### config.mk
export PLATFORM = sky130hd
export DESIGN_NAME = weighted_mixer
export DESIGN_NICKNAME = d
export VERILOG_FILES = /design/src/rtl/weighted_mixer.sv
export SDC_FILE = /design/constraint.sdc
export NUM_CORES = 1
export LEC_CHECK = 0
export BUFFER_PORTS_ARGS = -buffer_cell sky130_fd_sc_hd__clkbuf_2
export CAP_MARGIN = 10
export CELL_PAD_IN_SITES_DETAIL_PLACEMENT = 0
export CELL_PAD_IN_SITES_GLOBAL_PLACEMENT = 1
export CORE_ASPECT_RATIO = 0.75
export CORE_MARGIN = 5
export CORE_UTILIZATION = 41
export CTS_CLUSTER_DIAMETER = 40
export DETAILED_ROUTE_END_ITERATION = 10
export PLACE_DENSITY = 0.88
export SYNTH_ARGS = -nofsm -noshare
export SYNTH_HDL_FRONTEND = slang
export SYNTH_SLANG_ARGS = --single-unit
### constraint.sdc
create_clock -name clk -period 5.13 [get_ports clk]
set_clock_uncertainty 0.05 [all_clocks]
set_input_delay 1.026 -clock clk [delete_from_list [all_inputs] [get_ports clk]]
set_output_delay 1.026 -clock clk [all_outputs]
set_load 0.01 [all_outputs]
### src/rtl/weighted_mixer.sv
// -----------------------------------------------------------------------------
// weighted_mixer
//
// Sequential weighted audio mixer. On a sample_tick in IDLE the channel
// samples, gains and enables are captured. One channel per cycle is then
// multiplied by its gain and accumulated. The sum is right-shifted by SHIFT
// and saturated to OUT_W bits, and the result is presented on audio with a
// single-cycle audio_valid pulse. The multiply-accumulate runs one channel at
// a time, so only one multiplier is needed whatever NUM is.
//
// Parameters
//   NUM    number of channels (1..16)
//   N      unsigned sample width
//   G      unsigned gain width
//   SHIFT  right shift applied to the weighted sum (gain 2^SHIFT = unity)
//   OUT_W  output sample width
//
// Ports
//   clk          rising-edge clock
//   rst          synchronous reset, active low
//   samples      NUM*N packed samples, channel i at [N*(i+1)-1:N*i]
//   gains        NUM*G packed gains, same packing
//   channel_ena  per-channel enable, 0 gives a zero contribution
//   sample_tick  single-cycle request for a new mix
//   overrun_clr  clears the sticky overrun flag
//   audio        mixed, saturated sample; holds between updates
//   audio_valid  single-cycle pulse when audio updates
//   busy         high while a mix is in progress (ACCUM and DONE)
//   overrun      sticky: a sample_tick arrived while busy
//
// Optional feature (macro WEIGHTED_MIXER_CLIP_DETECT_EN)
//   clip         pulses with audio_valid when the mix saturated
//   clip_count   8-bit saturating count of saturated mixes
// -----------------------------------------------------------------------------
module weighted_mixer #(
  parameter int NUM   = 4,
  parameter int N     = 10,
  parameter int G     = 4,
  parameter int SHIFT = 3,
  parameter int OUT_W = 12
) (
  input  logic               clk,
  input  logic               rst,
  input  logic [NUM*N-1:0]   samples,
  input  logic [NUM*G-1:0]   gains,
  input  logic [NUM-1:0]     channel_ena,
  input  logic               sample_tick,
  input  logic               overrun_clr,
  output logic [OUT_W-1:0]   audio,
  output logic               audio_valid,
  output logic               busy,
  output logic               overrun
`ifdef WEIGHTED_MIXER_CLIP_DETECT_EN
  ,
  output logic               clip,
  output logic [7:0]         clip_count
`endif
);

  // Accumulator wide enough for NUM full-scale products.
  localparam int ACC_W = N + G + $clog2(NUM);
  localparam int IDX_W = (NUM > 1) ? $clog2(NUM) : 1;
  // Comparison width: at least one bit wider than both operands so the
  // saturation test works whether ACC_W is larger or smaller than OUT_W.
  localparam int CMP_W = ((ACC_W > OUT_W) ? ACC_W : OUT_W) + 1;

  localparam logic [IDX_W-1:0] LAST_IDX = IDX_W'(NUM - 1);
  localparam logic [CMP_W-1:0] OUT_MAX  = {{(CMP_W-OUT_W){1'b0}}, {OUT_W{1'b1}}};

  typedef enum logic [1:0] {
    IDLE,
    ACCUM,
    DONE
  } state_t;

  state_t             state;
  logic [ACC_W-1:0]   acc;
  logic [IDX_W-1:0]   idx;

  // Captured copy of the inputs for the mix in progress.
  logic [NUM*N-1:0]   samples_q;
  logic [NUM*G-1:0]   gains_q;
  logic [NUM-1:0]     ena_q;

  logic [N-1:0]       cur_sample;
  logic [G-1:0]       cur_gain;
  logic               cur_ena;
  logic [ACC_W-1:0]   term;
  logic [CMP_W-1:0]   shifted;
  logic               sat;
  logic [OUT_W-1:0]   mix_out;

  // Select the channel addressed by idx and form its weighted contribution.
  always_comb begin
    // NOTE: every always_comb output gets a default first so no path leaves
    // it unassigned; otherwise a latch is inferred.
    cur_sample = '0;
    cur_gain   = '0;
    cur_ena    = 1'b0;
    for (int i = 0; i < NUM; i++) begin
      if (idx == IDX_W'(i)) begin
        cur_sample = samples_q[i*N +: N];
        cur_gain   = gains_q[i*G +: G];
        cur_ena    = ena_q[i];
      end
    end
    // Product of N-bit and G-bit operands fits in ACC_W bits exactly.
    term = cur_ena ? (ACC_W'(cur_sample) * ACC_W'(cur_gain)) : '0;
  end

  // Truncating shift followed by saturation to the output range.
  always_comb begin
    shifted = CMP_W'(acc >> SHIFT);
    sat     = (shifted > OUT_MAX);
    mix_out = sat ? OUT_W'(OUT_MAX) : OUT_W'(shifted);
  end

  // Input capture registers.
  // NOTE: pure datapath storage is left out of reset: it is always written
  // before use (on the tick that starts a mix), so a reset would only add
  // fan-out on rst without changing behaviour.
  always_ff @(posedge clk) begin
    if (state == IDLE && sample_tick) begin
      samples_q <= samples;
      gains_q   <= gains;
      ena_q     <= channel_ena;
    end
  end

  // Control FSM with registered outputs.
  always_ff @(posedge clk) begin
    if (!rst) begin
      // NOTE: sequential state uses non-blocking assignments so every
      // register samples pre-edge values regardless of statement order.
      state       <= IDLE;
      acc         <= '0;
      idx         <= '0;
      audio       <= '0;
      audio_valid <= 1'b0;
      busy        <= 1'b0;
      overrun     <= 1'b0;
`ifdef WEIGHTED_MIXER_CLIP_DETECT_EN
      clip        <= 1'b0;
      clip_count  <= '0;
`endif
    end else begin
      audio_valid <= 1'b0;
`ifdef WEIGHTED_MIXER_CLIP_DETECT_EN
      clip        <= 1'b0;
`endif
      // A tick outside IDLE (including the DONE cycle) is dropped and
      // flagged; a new event wins over a simultaneous clear.
      overrun <= (overrun & ~overrun_clr) | (sample_tick & (state != IDLE));

      case (state)
        IDLE: begin
          if (sample_tick) begin
            acc   <= '0;
            idx   <= '0;
            busy  <= 1'b1;
            state <= ACCUM;
          end
        end

        ACCUM: begin
          acc <= acc + term;
          if (idx == LAST_IDX) begin
            state <= DONE;
          end else begin
            idx <= idx + 1'b1;
          end
        end

        DONE: begin
          audio       <= mix_out;
          audio_valid <= 1'b1;
          busy        <= 1'b0;
          state       <= IDLE;
`ifdef WEIGHTED_MIXER_CLIP_DETECT_EN
          clip <= sat;
          if (sat && clip_count != 8'hFF) begin
            clip_count <= clip_count + 8'd1;
          end
`endif
        end

        default: begin
          busy  <= 1'b0;
          state <= IDLE;
        end
      endcase
    end
  end

endmodule

### Word-level counts from Yosys, hierarchy flattened

Index checks and enable logic that the tools add are counted.

| storage, ports and cells | value |
|---|---|
| flip-flop bits (word level) | 95 |
| input port bits | 64 |
| output and inout port bits | 15 |
| word-level logic and storage cells | 61 |

| cells by class | value |
|---|---|
| $add $sub $neg | 2 |
| multiply operators | 1 |
| order comparisons | 1 |
| equality and inequality tests | 8 |
| muxes and demuxes | 25 |
| bitwise logic cells | 5 |
| reductions and logical operators | 9 |

Operators with widths:

| operator | count |
|---|---|
| $mux 10 | 4 |
| $pmux 16 s2 | 1 |
| $add 16x14->16 | 1 |
| $mux 16 | 1 |
| $mux 4 | 4 |
| $mul 10x4->14 | 1 |
| $mux 14 | 1 |
| $gt 13x12->1 const B | 1 |
| $mux 12 | 1 |
| $mux 2 | 4 |
| $pmux 2 s2 | 2 |
| $eq 2x2->1 const B | 3 |
| $mux 1 | 6 |
| $ne 2x2->1 const B | 3 |
| $reduce_and 2->1 | 3 |
| $eq 2x1->1 const B | 2 |
| $logic_not 2->1 | 2 |
| $reduce_bool 2->1 | 2 |
| $reduce_and 3->1 | 1 |
| $add 2x1->2 const B | 1 |
| $and 1x1->1 | 2 |
| $not 1->1 | 2 |
| $pmux 1 s2 | 1 |
| $logic_and 1x1->1 | 1 |
| $or 1x1->1 | 1 |

### Longest topological paths before layout

Gate-level depths: netlist of the first run.

| logic depth | value |
|---|---|
| word-level depth | 9 |
| gate-level depth with buffers | 29 |
| mapped depth without buffers | 26 |

### Least setup slack after synthesis of the first run

OpenSTA, ideal clock, no wires.

| timing | value |
|---|---|
| kind | flip-flop to flip-flop |
| start point | register idx[1] |
| end point | register acc[14] |
| library setup time | 0.079 ns |
| arrival time | 5.511 ns |
| required time | 5.001 ns |
| path slack | -0.510 ns |
| cell stages (with the launch flop) | 28 |
| path buffers | 2 |
| period minus slack after synthesis | 5.640 ns |
| path through | dfxtp_1 > inv_1 > ha_1 > buf_2 > nand3b_1 > a21oi_1 > a21oi_1 > nor2_1 > a21oi_2 > or2_2 > fa_1 > fa_1 > inv_1 > fa_1 > a211oi_1 > o21ai_1 > a2111oi_0 > nor3_1 > xnor2_1 > nor2_1 > ha_1 > clkbuf_1 > o21ai_0 > a21oi_1 > nor2_1 > or3_1 > a31o_2 > o211ai_1 |

| between the ends | value |
|---|---|
| longest elaborated chain between the ends | 9 |
| elaborated cells between the ends (all ways) | 20 |
| those cells by class | add/sub: 1; mul: 1; eq/ne: 3; mux: 14; reduce/logical: 1 |

Ends and longest elaborated chain:

| item | RTL line | text |
|---|---|---|
| start, declared | 78 | `logic [IDX_W-1:0] idx;` |
| start signal, assigned | 170 | `idx <= idx + 1'b1;` |
| $logic_not 2->1 | 101 | `if (idx == IDX_W'(i)) begin` |
| $mux 10 or $mux 4 (tied branches) (4 in series) | 101 |  |
| $mul 10x4->14 | 108 | `term = cur_ena ? (ACC_W'(cur_sample) * ACC_W'(cur_gain)) : '0;` |
| $mux 14 (*) | 108 |  |
| $add 16x14->16 (*) | 166 | `acc <= acc + term;` |
| $pmux 16 s2 (*) | 155 | `case (state)` |
| end signal, assigned | 166 |  |
| end, declared | 77 | `logic [ACC_W-1:0] acc;` |

Mark *: on every way between the ends. The rest lies on a longest branch, timed or not.
A chain may end at the register's enable or synchronous reset.

### Worst setup path in the final report of the first run

| timing | value |
|---|---|
| start point | register idx[0] |
| end point | register acc[14] |

The elaborated chain is that of the path after synthesis.

==> results of run 1 <==
## worst max-delay path: cells and delay by family, from the launching register on
| family | cells | cell delay [ns] |
|---|---|---|
| AO/OA/AOI/OAI | 11 | 1.46 |
| XOR/XNOR | 1 | 0.21 |
| AND/OR/NAND/NOR | 6 | 0.97 |
| adder cells (fa/ha/maj) | 5 | 1.89 |
| buffers and inverters | 5 | 0.45 |
| flip-flops | 1 | 0.36 |
## cell families after synthesis
group | after synthesis | synth area share (%)
buf+inv | 65 | 4.48
simple gates | 192 | 16.3
xor+xnor | 15 | 2.34
compound gates | 150 | 18.0
fa+ha+maj | 53 | 14.1
flops | 95 | 44.6
mux | 1 | 0.178
## metal layers
| layer | wire length (um) | vias up |
|---|---|---|
| li1 | - | 2299 |
| met5 | 0 | - |
| met4 | 231 | 0 |
| met2 | 6730 | 111 |
| met3 | 800 | 17 |
| met1 | 6180 | 2231 |
## power breakdown
part           internal (W)  switching, W
clock network      0.000333      0.000307
registers          0.000862     0.0000248
logic              0.000530      0.000588
total               0.00173      0.000920
## through the flow
step | setup WS [ns] | area (um2) | total power, W | instances
6_report | -0.338 | 7510 | 0.00264 | 900
5_1_grt | -0.669 | 7510 | 0.00281 | 900
4_1_cts | -0.223 | 7260 | 0.00253 | 893
3_5_place_dp | -0.429 | 6650 | 0.00179 | 857
3_3_place_gp | -0.227 | 6650 | 0.00176 | 857
2_1_floorplan | -0.0188 | 5720 | 0.00148 | 571
## sequential cells by signal, summed over array words and instances, names as in the netlist
name	flops
overrun	1
acc	16
idx	2
busy	1
state	2
audio_valid	1
ena_q	4
gains_q	16
audio	12
samples_q	40
## path summary, 6_finish.rpt
path / startpoint / end / slack [ns] / depth (start not counted)
setup / recovery: idx[0]$_SDFFE_PN0P_ / acc[14]$_SDFFE_PN0P_ / -0.34 / 28
hold / removal: overrun$_SDFF_PN0_ / overrun$_SDFF_PN0_ / 0.44 / 2
setup reg to reg: idx[0]$_SDFFE_PN0P_ / acc[14]$_SDFFE_PN0P_ / -0.34 / 28
hold reg to reg: overrun$_SDFF_PN0_ / overrun$_SDFF_PN0_ / 0.44 / 2
## cell usage in the layout (no fill, tap or decap), types with 8 or more instances in the layout
master,Yosys,routed
a21o_1,8,8
a21oi_1,57,40
a21oi_2,3,16
buf_4,0,69
buf_6,0,12
clkbuf_16,0,9
clkbuf_2,1,78
dfxtp_1,35,33
edfxtp_1,60,60
fa_1,17,16
ha_1,36,26
ha_4,0,9
inv_1,40,31
nand2_1,49,47
nand3b_1,14,14
nor2_1,67,60
nor2b_1,15,13
o211a_1,12,12
o21ai_0,21,15
xor2_1,8,8
## timing repair
action / 4_1_cts / 5_1_grt
gates resized for setup: 43 / 49
endpoints found under the setup margin: 7 / 9
pin swaps: 16 / 38
setup buffers: 20 / 10
gates cloned: 0 / 0
## area by class of cell
class / instances / area, um2
well taps: 175 / 219
multi-input cells: 411 / 3240
clock buffers: 9 / 225
clock inverters: 7 / 52.6
repair buffers: 163 / 1120
inverters: 40 / 155
fillers: 1167 / 6050
flip-flops and latches: 95 / 2510
==> reports/metrics.yaml, run 1 <==
status: "finished with violations"
violations: "negative setup slack"
hold_violations: 0
syn_area_per_cell_um2: 9.83
worst_setup_hold_path_clk_slew_ns: 0.07
clock_tree.buffer_depth: 2
category_of_the_most_critical_setup_path: "reg2reg"
fraction_of_met2_tracks_used_by_global_routing_pct: 28.3
share_of_layout_cells_above_drive_strength_1_pct: 36.7
grt_pass1_wl_um: 22500
worst_pin_slew_ns: 0.649
routed_wire_length_per_instance_um: 15.5
finish.utilization_pct: 55.4
grt_max_degree: 32
synthFlopType: "edfxtp_1"
insertion_delay_ns: 0.36
synthArstFlopShare_pct: 0
grt_pass1_vias: 4705
cts.sinks: 95
cts-htree-levels: 3
setup_viol_count_final: 7
drv.max_cap_violation_count: 0
cts_buffers: 9
detailroute.via_count: 4658
core-area_um2: 13600
drt_iter0_markers: 241
initial_antenna_violation_count: 0
grt_setup_unrepaired: "yes"
floorplan.initialDensity_pct: 41.4
netlist.top_cell.by_area: "edfxtp_1"
yosys_warnings: 0
row_count: 37
period_needed_ns: 5.47
timing.max_slew.rel_slack_pct: 56.6
critPathCaptureType: "flop"
grt.met1_usage_pct: 22.1
ir_drop_mv: 0.261
yosys.cell_types.count: 54
startpoint_type: "flop"
seq_area_frac_synth_pct: 44.6
synth-edff-count: 60
synth.cell_area_um2: 5610
grt-ovfl-total: 0
power.density_cell_area_nw_per_um2: 352
cp_common_cell: "a21oi_2"
cp_data_arrival_time_ns: 5.70
syn2layout_area_growth_pct: 33.9
timing.final.max_slew_violations: 0
routabilityCongestion: 0.906
route.antenna.remaining_nets: 0
die_height_um: 111
timing.setup.tns_ns: -1.78
max_clock_freq_mhz: 183
critPathRequiredTime_ns: 5.36
routed_wl_um: 13900
global_routing_s_busiest_layer: "met2"
clock_tree.root_cell: "clkbuf_16"
critPathMaxFanout: 8
leakage_power_summed_over_all_cells_nw: 3.35
hpwl_um: 9660
post-route-period-util_pct: 107
max_stage_delay_ns: 0.53
postSynthNetCount: 688
total_routing_usage_reported_by_global_routing_pct: 17.0
ys_top_cells_by_count: "nor2_1 (67), edfxtp_1 (60), a21oi_1 (57)"
die_width_um: 145
min_path_type: "reg2reg"
full_die_area_um2: 16200
synth-seq-cells: 95
tritoncts: "yes"
synth.most_common_cell: "nor2_1"
holdBufCountCts: 0
worst_slack_ns: -0.338
io_pins: 79
insertedDiodeCount: 0
final.hold.worst_slack_ns: 0.439
synthDominantCellAreaShare_pct: 32.1
post_synth_main_area_contributors: "edfxtp_1 (32%), dfxtp_1 (12%), ha_1 (8.0%)"
cpMaxStageDelayCell: "fa_1"
post_synth_inst_count: 571
met3_global_route_usage_pct: 4.31
io_buffer_count: 78
finish.net_count: 837
drc: 0
vias_per_cell: 5.18
dr.pass1.iters: 5
No activity file was read; power rests on OpenSTA's default activity.
==> inputs of run 2 (changes only) <==
ABC_AREA = 1   (was not set)
CORE_UTILIZATION = 39   (was 41)
PLACE_DENSITY = 0.87   (was 0.88)
==> run 2 against run 1 <==
  * The run now ends clean
  * Clock-buffer cell count is the same
  * Total power up 17%
  * Non-clock buffer count shrank 38
  * Die area increased by 8.7%
  * Via count up 6.7%
  * Largest power group unchanged
  * Highest routed layer unchanged
==> reports/metrics.yaml, run 2 <==
reg_top3: "samples_q x40, acc x16, gains_q x16"
row_count: 38
combPwrFrac_pct: 48.9
syn_area_per_cell_um2: 8.34
post-route-period-util_pct: 96.5
synth-edff-count: 60
route.antenna.remaining_nets: 0
critPathRequiredTime_ns: 5.33
worst_hold_path.endpoint: "audio[10]$_SDFFE_PN0P_"
detailroute.via_count: 4968
yosys.cell_types.count: 41
area.sequential_um2: 2510
grt_pass1_wl_um: 22400
registers.top_by_ff_count: "samples_q"
critPathCaptureType: "flop"
vias_per_cell: 4.85
tritoncts: "yes"
cp_common_cell: "nand2_1"
setup_viol_count_final: 0
synth-seq-cells: 95
insertion_delay_ns: 0.35
grt_pass1_vias: 4600
leakage_power_summed_over_all_cells_nw: 3.43
io_buffer_count: 78
share_of_layout_cells_above_drive_strength_1_pct: 30.1
grt_max_degree: 61
area_used_by_multi_input_combinational_logic_um2: 3160
ys_top_cells_by_count: "nand2_1 (167), inv_1 (102), a21oi_1 (71)"
hold_violations: 0
power_switching_share_pct: 39.5
grt_setup_unrepaired: "yes"
critPathMaxFanout: 8
most_frequent_standard_cell_in_the_layout_excluding_fill_and_tap_cells: "nand2_1"
worstReg2RegStart: "idx[0]$_SDFFE_PN0P_"
synthMuxAreaShare_pct: 0
synthDominantCellAreaShare_pct: 30.8
netlist.top_cell.by_area: "edfxtp_1"
finish.net_count: 936
cts.sinks: 95
dr.pass1.iters: 5
reg2reg_slack_ns: 0.18
clock_tree.root_cell: "clkbuf_16"
netSwitchingPower_w: 0.00122
worstHoldPathCells: 2
main_combinational_cell_family_by_area_after_synthesis: "simple AND/OR/NAND/NOR gates"
timing.max_slew.rel_slack_pct: 26.8
power.density_cell_area_nw_per_um2: 414
insertedDiodeCount: 0
routed_wire_length_per_instance_um: 13.8
timing.rr.end: "acc[14]$_SDFFE_PN0P_"
drt_iter0_markers: 359
min_path_type: "reg2reg"
layout_common_cells: "nand2_1 (153), inv_1 (95), clkbuf_2 (78), edfxtp_1 (60), a21oi_1 (53)"
fin_area_um2: 7470
hold_path.startpoint: "audio[10]$_SDFFE_PN0P_"
period_needed_ns: 4.95
io_pins: 79
r2r.worst_path.cells: 31
max_clock_freq_mhz: 202
yosys.area_share.xor_xnor_pct: 0.599
routed_wl_um: 14100
total_routing_usage_reported_by_global_routing_pct: 16.1
synthFlopType: "edfxtp_1"
synth.cell_area_um2: 5850
p_clk_share_pct: 22.2
drc: 0
core-area_um2: 14600
worst_setup_hold_path_clk_slew_ns: 0.08
clock_tree.buffer_depth: 2
die_width_um: 151
hpwl_um: 10200
synth-adder-area-share_pct: 13.5
synth.most_common_cell: "nand2_1"
drv.max_cap_violation_count: 0
post_synth_inst_count: 701
routabilityCongestion: 0.868
yosys_warnings: 0
cpMaxStageDelayCell: "fa_1"
status: "complete, no violations"
floorplan.initialDensity_pct: 40.0
timing.final.max_slew_violations: 0
category_of_the_most_critical_setup_path: "reg2reg"
worst_pin_slew_ns: 1.10
startpoint_type: "flop"
sequentialPowerShare_pct: 28.9
seq_area_frac_synth_pct: 42.8
postSynthNetCount: 818
largest_register_ff_count: 40
die_height_um: 116
initial_antenna_violation_count: 0
grt-ovfl-total: 0
power_report.internal_total_w: 0.00187
post_synth_main_area_contributors: "edfxtp_1 (31%), dfxtp_1 (12%), nand2_1 (11%)"
synthArstFlopShare_pct: 0
synthesized_area_fraction_occupied_by_ao_oa_aoi_and_oai_cells_pct: 13.1
max_stage_delay_ns: 0.55
full_die_area_um2: 17600
cts_buffers: 9
synthSimpleGateAreaFrac_pct: 20.3
post_route_total_power_w: 0.00309
dpl_cell_area_um2: 6590
final.fill_count: 1316
syn2layout_area_growth_pct: 27.8
cts-htree-levels: 3
cp_data_arrival_time_ns: 5.15
ir_drop_mv: 0.219
-- run 2: cell count changes after synthesis, sizes merged, moves of 13 or more --
cell / delta
a21oi: +19
o21ai: +16
nand3: +32
clkbuf: -13
inv: +71
nand2: +118
nor2b: -15
-- run 2: power groups by stage --
stage	Combinational, W	Sequential, W	Clock [W]
after global placement	0.00115	0.000908	0
final	0.00151	0.000894	0.000687
after floorplan	0.000818	0.000901	0
after detailed placement	0.00116	0.000909	0
after global routing	0.00170	0.000899	0.000735
after CTS	0.00117	0.000892	0.000708
-- run 2: per-layer routing --
layer  global-route usage (%)  routed length [um]  vias up  part of all wire, %
met3                     3.24                 662       12                  4.7
met1                     25.6                7390     2307                   52
li1                         -                   -     2525                    -
met5                        0                   0        -                    0
met2                     22.5                5920      124                   42
met4                     3.08                 115        0                 0.82
-- run 2: cell families after synthesis --
logic type,count (synthesis)
AOI/OAI and AO/OA,133
xor gates and xnor gates,4
adders and majority gates,53
buffers and inverters,129
DFF,95
and+or+nand+nor,287
-- run 2: final cells by class --
cell class              count  share of cell area (%)
flip-flops and latches     95                    33.6
repair buffers            125                    10.8
clock buffers               9                    3.02
well taps                 200                    3.35
inverters                 111                    5.86
clock inverters             7                    1.09
multi-input cells         477                    42.3
-- run 2: worst max path at each step --
stage / depth (start not counted) / startpoint / to / slack [ns]
after floorplan: 28 / idx[1]$_SDFFE_PN0P_ / acc[14]$_SDFFE_PN0P_ / 0.48
after global placement: 27 / idx[1]$_SDFFE_PN0P_ / acc[10]$_SDFFE_PN0P_ / -0.19
after detailed placement: 28 / idx[1]$_SDFFE_PN0P_ / acc[14]$_SDFFE_PN0P_ / -0.13
after CTS: 28 / idx[0]$_SDFFE_PN0P_ / acc[14]$_SDFFE_PN0P_ / 0.02
after global routing: 30 / idx[0]$_SDFFE_PN0P_ / acc[13]$_SDFFE_PN0P_ / -0.13
final: 31 / idx[0]$_SDFFE_PN0P_ / acc[14]$_SDFFE_PN0P_ / 0.18
-- run 2: critical path, delay by kind of cell (launching register included) --
kind	cells	cell delay (ns)
AOI/OAI and AO/OA	3	0.48
DFF	1	0.37
buffers and inverters	10	0.98
adders and majority gates	5	1.79
and+or+nand+nor	13	1.16
-- run 2: timing repair --
| action | CTS | global route |
|---|---|---|
| setup endpoints to repair | 7 | 10 |
| buffers inserted | 0 | 20 |
| pin swaps | 0 | 41 |
| resized for setup | 10 | 89 |
| hold endpoints to repair | 0 | 0 |
| hold buffers | 0 | 0 |
-- run 2: through the flow --
stage	util [%]	TNS, ns	hold slack [ns]	setup slack, ns	cells
after floorplan	-	0	0.393	0.481	701
final	51.2	0	0.411	0.181	1024
after global placement	45.2	-0.860	0.400	-0.185	988
after CTS	47.4	0	0.413	0.0187	1004
after global routing	51.2	-0.598	0.425	-0.133	1024
after detailed placement	45.2	-0.592	0.401	-0.132	988
==> inputs of run 3 (changes only) <==
CORE_ASPECT_RATIO = 1.75   (was 0.75)
==> run 3 against run 2 <==
  * Sequential power grew 0.4%
  * Via count shrank 2.5%
  * First-iteration DRC count decreased by 43%
  * Maximum frequency is 2.1% higher
  * Register-to-register slack gained 0.10 ns
  * Total power down 3.5%
  * Clock power fell by 2%
  * Cell area decreased by 3.4%
  * Final cell count decreased by 2.5%
  * Non-clock buffer count fell by 9
  * Critical path depth fell by 2
==> reports/metrics.yaml, run 3 (synthesis gave the netlist of run 2 again) <==
detailroute.via_count: 4843
drc: 0
share_of_layout_cells_above_drive_strength_1_pct: 26.5
routed_wire_length_per_instance_um: 15.0
die_width_um: 103
drv.max_cap_violation_count: 0
worst_setup_hold_path_clk_slew_ns: 0.07
cp_data_arrival_time_ns: 5.05
grt_max_degree: 34
netSwitchingPower_w: 0.00115
p_clk_share_pct: 22.7
ir_drop_mv: 0.171
routabilityCongestion: 0.885
critPathRequiredTime_ns: 5.33
power.density_cell_area_nw_per_um2: 413
sequentialPowerShare_pct: 30.1
final.hold.worst_slack_ns: 0.412
max_clock_freq_mhz: 206
period_needed_ns: 4.85
hpwl_um: 11800
largest_register_ff_count: 40
cpMaxStageDelayCell: "fa_1"
io_pins: 79
insertedDiodeCount: 0
grt-ovfl-total: 0
cts.sinks: 95
fin_cells: 998
reg_top3: "samples_q x40, acc x16, gains_q x16"
holdBufCountCts: 0
worstPathBufferInverterCount: 7
tritoncts: "yes"
post-route-period-util_pct: 94.5
worst_pin_slew_ns: 1.08
most_frequent_standard_cell_in_the_layout_excluding_fill_and_tap_cells: "nand2_1"
grt_setup_unrepaired: "yes"
critPathTopFamily: "adder cells"
leakage_power_summed_over_all_cells_nw: 3.36
startpoint_type: "flop"
min_path_type: "reg2reg"
floorplan.initialDensity_pct: 39.4
syn2layout_area_growth_pct: 23.5
hold_violations: 0
area.sequential_um2: 2510
vias_per_cell: 4.85
cp_common_cell: "buf_4"
initial_antenna_violation_count: 0
power_switching_share_pct: 38.6
layout_common_cells: "nand2_1 (159), inv_1 (97), clkbuf_2 (78), edfxtp_1 (60), a21oi_1 (58)"
drt_iter0_markers: 204
timing.max_slew.rel_slack_pct: 27.7
grt_pass1_wl_um: 23400
grt_pass1_vias: 4858
number_of_instances_in_the_placed_design: 971
clock_tree.buffer_depth: 2
timing.final.max_slew_violations: 0
area_used_by_multi_input_combinational_logic_um2: 3020
status: "complete, no violations"
critPathMaxFanout: 6
io_buffer_count: 78
finish.net_count: 927
category_of_the_most_critical_setup_path: "reg2reg"
critPathCaptureType: "flop"
route.antenna.remaining_nets: 0
power_report.internal_total_w: 0.00183
row_count: 59
combPwrFrac_pct: 47.2
final.fill_count: 1448
cts_buffers: 9
die_height_um: 172
max_stage_delay_ns: 0.54
clock_tree.root_cell: "clkbuf_16"
setup_viol_count_final: 0
insertion_delay_ns: 0.35
core-area_um2: 14800
total_routing_usage_reported_by_global_routing_pct: 17.4
cts-htree-levels: 3
dr.pass1.iters: 5
registers.top_by_ff_count: "samples_q"
routed_wl_um: 15000
full_die_area_um2: 17600
## run 3: changes by cell type in the layout (fill, tap and decap cells not counted), sizes merged
cell,change
clkinv,+1
clkbuf,+1
inv,-1
buf,-9
clkinvlp,-1
## run 3: path summary, 6_finish.rpt
path,startpoint,to,slack [ns],cells after the start
worst max-delay path,idx[1]$_SDFFE_PN0P_,acc[15]$_SDFFE_PN0P_,0.28,29
worst min-delay path,audio[5]$_SDFFE_PN0P_,audio[5]$_SDFFE_PN0P_,0.41,2
worst max register to register,idx[1]$_SDFFE_PN0P_,acc[15]$_SDFFE_PN0P_,0.28,29
worst min register to register,audio[5]$_SDFFE_PN0P_,audio[5]$_SDFFE_PN0P_,0.41,2
## run 3: tightest hold or removal path, stage by stage, from the launching register on
cell and delay [ns]:
dfxtp_1 0.31, nand2_1 0.06, a21oi_1 0.05
## run 3: power groups by stage
stage | registers (W) | clock network [W] | logic [W]
3_3_place_gp | 0.000913 | 0 | 0.00118
2_1_floorplan | 0.000901 | 0 | 0.000818
3_5_place_dp | 0.000914 | 0 | 0.00118
5_1_grt | 0.000902 | 0.000719 | 0.00159
4_1_cts | 0.000897 | 0.000686 | 0.00120
6_report | 0.000898 | 0.000676 | 0.00141
## run 3: final cells by class
| class | instances | area share (%) |
|---|---|---|
| Clock buffer | 10 | 3.31 |
| Clock inverter | 6 | 0.901 |
| Inverter | 111 | 6.01 |
| Multi-Input combinational cell | 477 | 41.9 |
| Sequential cell | 95 | 34.8 |
| Tap cell | 183 | 3.17 |
| Timing Repair Buffer | 116 | 9.98 |
## run 3: what timing repair did
item | 4_1_cts | 5_1_grt
setup endpoints to repair | 5 | 10
buffers inserted | 3 | 8
pin swaps | 0 | 21
gates resized for setup | 2 | 68
## run 3: stage by stage
step / setup slack [ns] / cell area [um2] / TNS [ns] / power, W / utilization [%]
6_report: 0.284 / 7220 / 0 / 0.00299 / 48.7
5_1_grt: -0.0355 / 7220 / -0.105 / 0.00321 / 48.7
4_1_cts: 0.00410 / 6900 / 0 / 0.00278 / 46.5
3_5_place_dp: -0.0437 / 6570 / -0.132 / 0.00210 / 44.3
3_3_place_gp: 0.0338 / 6570 / 0 / 0.00210 / 44.3
2_1_floorplan: 0.481 / 5850 / 0 / 0.00172 / -
## run 3: layer usage
metal / vias to the layer above / part of all wire (%) / GRT usage (%)
met2: 84 / 59 / 35.1
met1: 2230 / 35 / 16.6
met5: - / 0 / 0
met4: 0 / 3.0 / 7.14
li1: 2505 / - / -
met3: 24 / 3.1 / 2.99
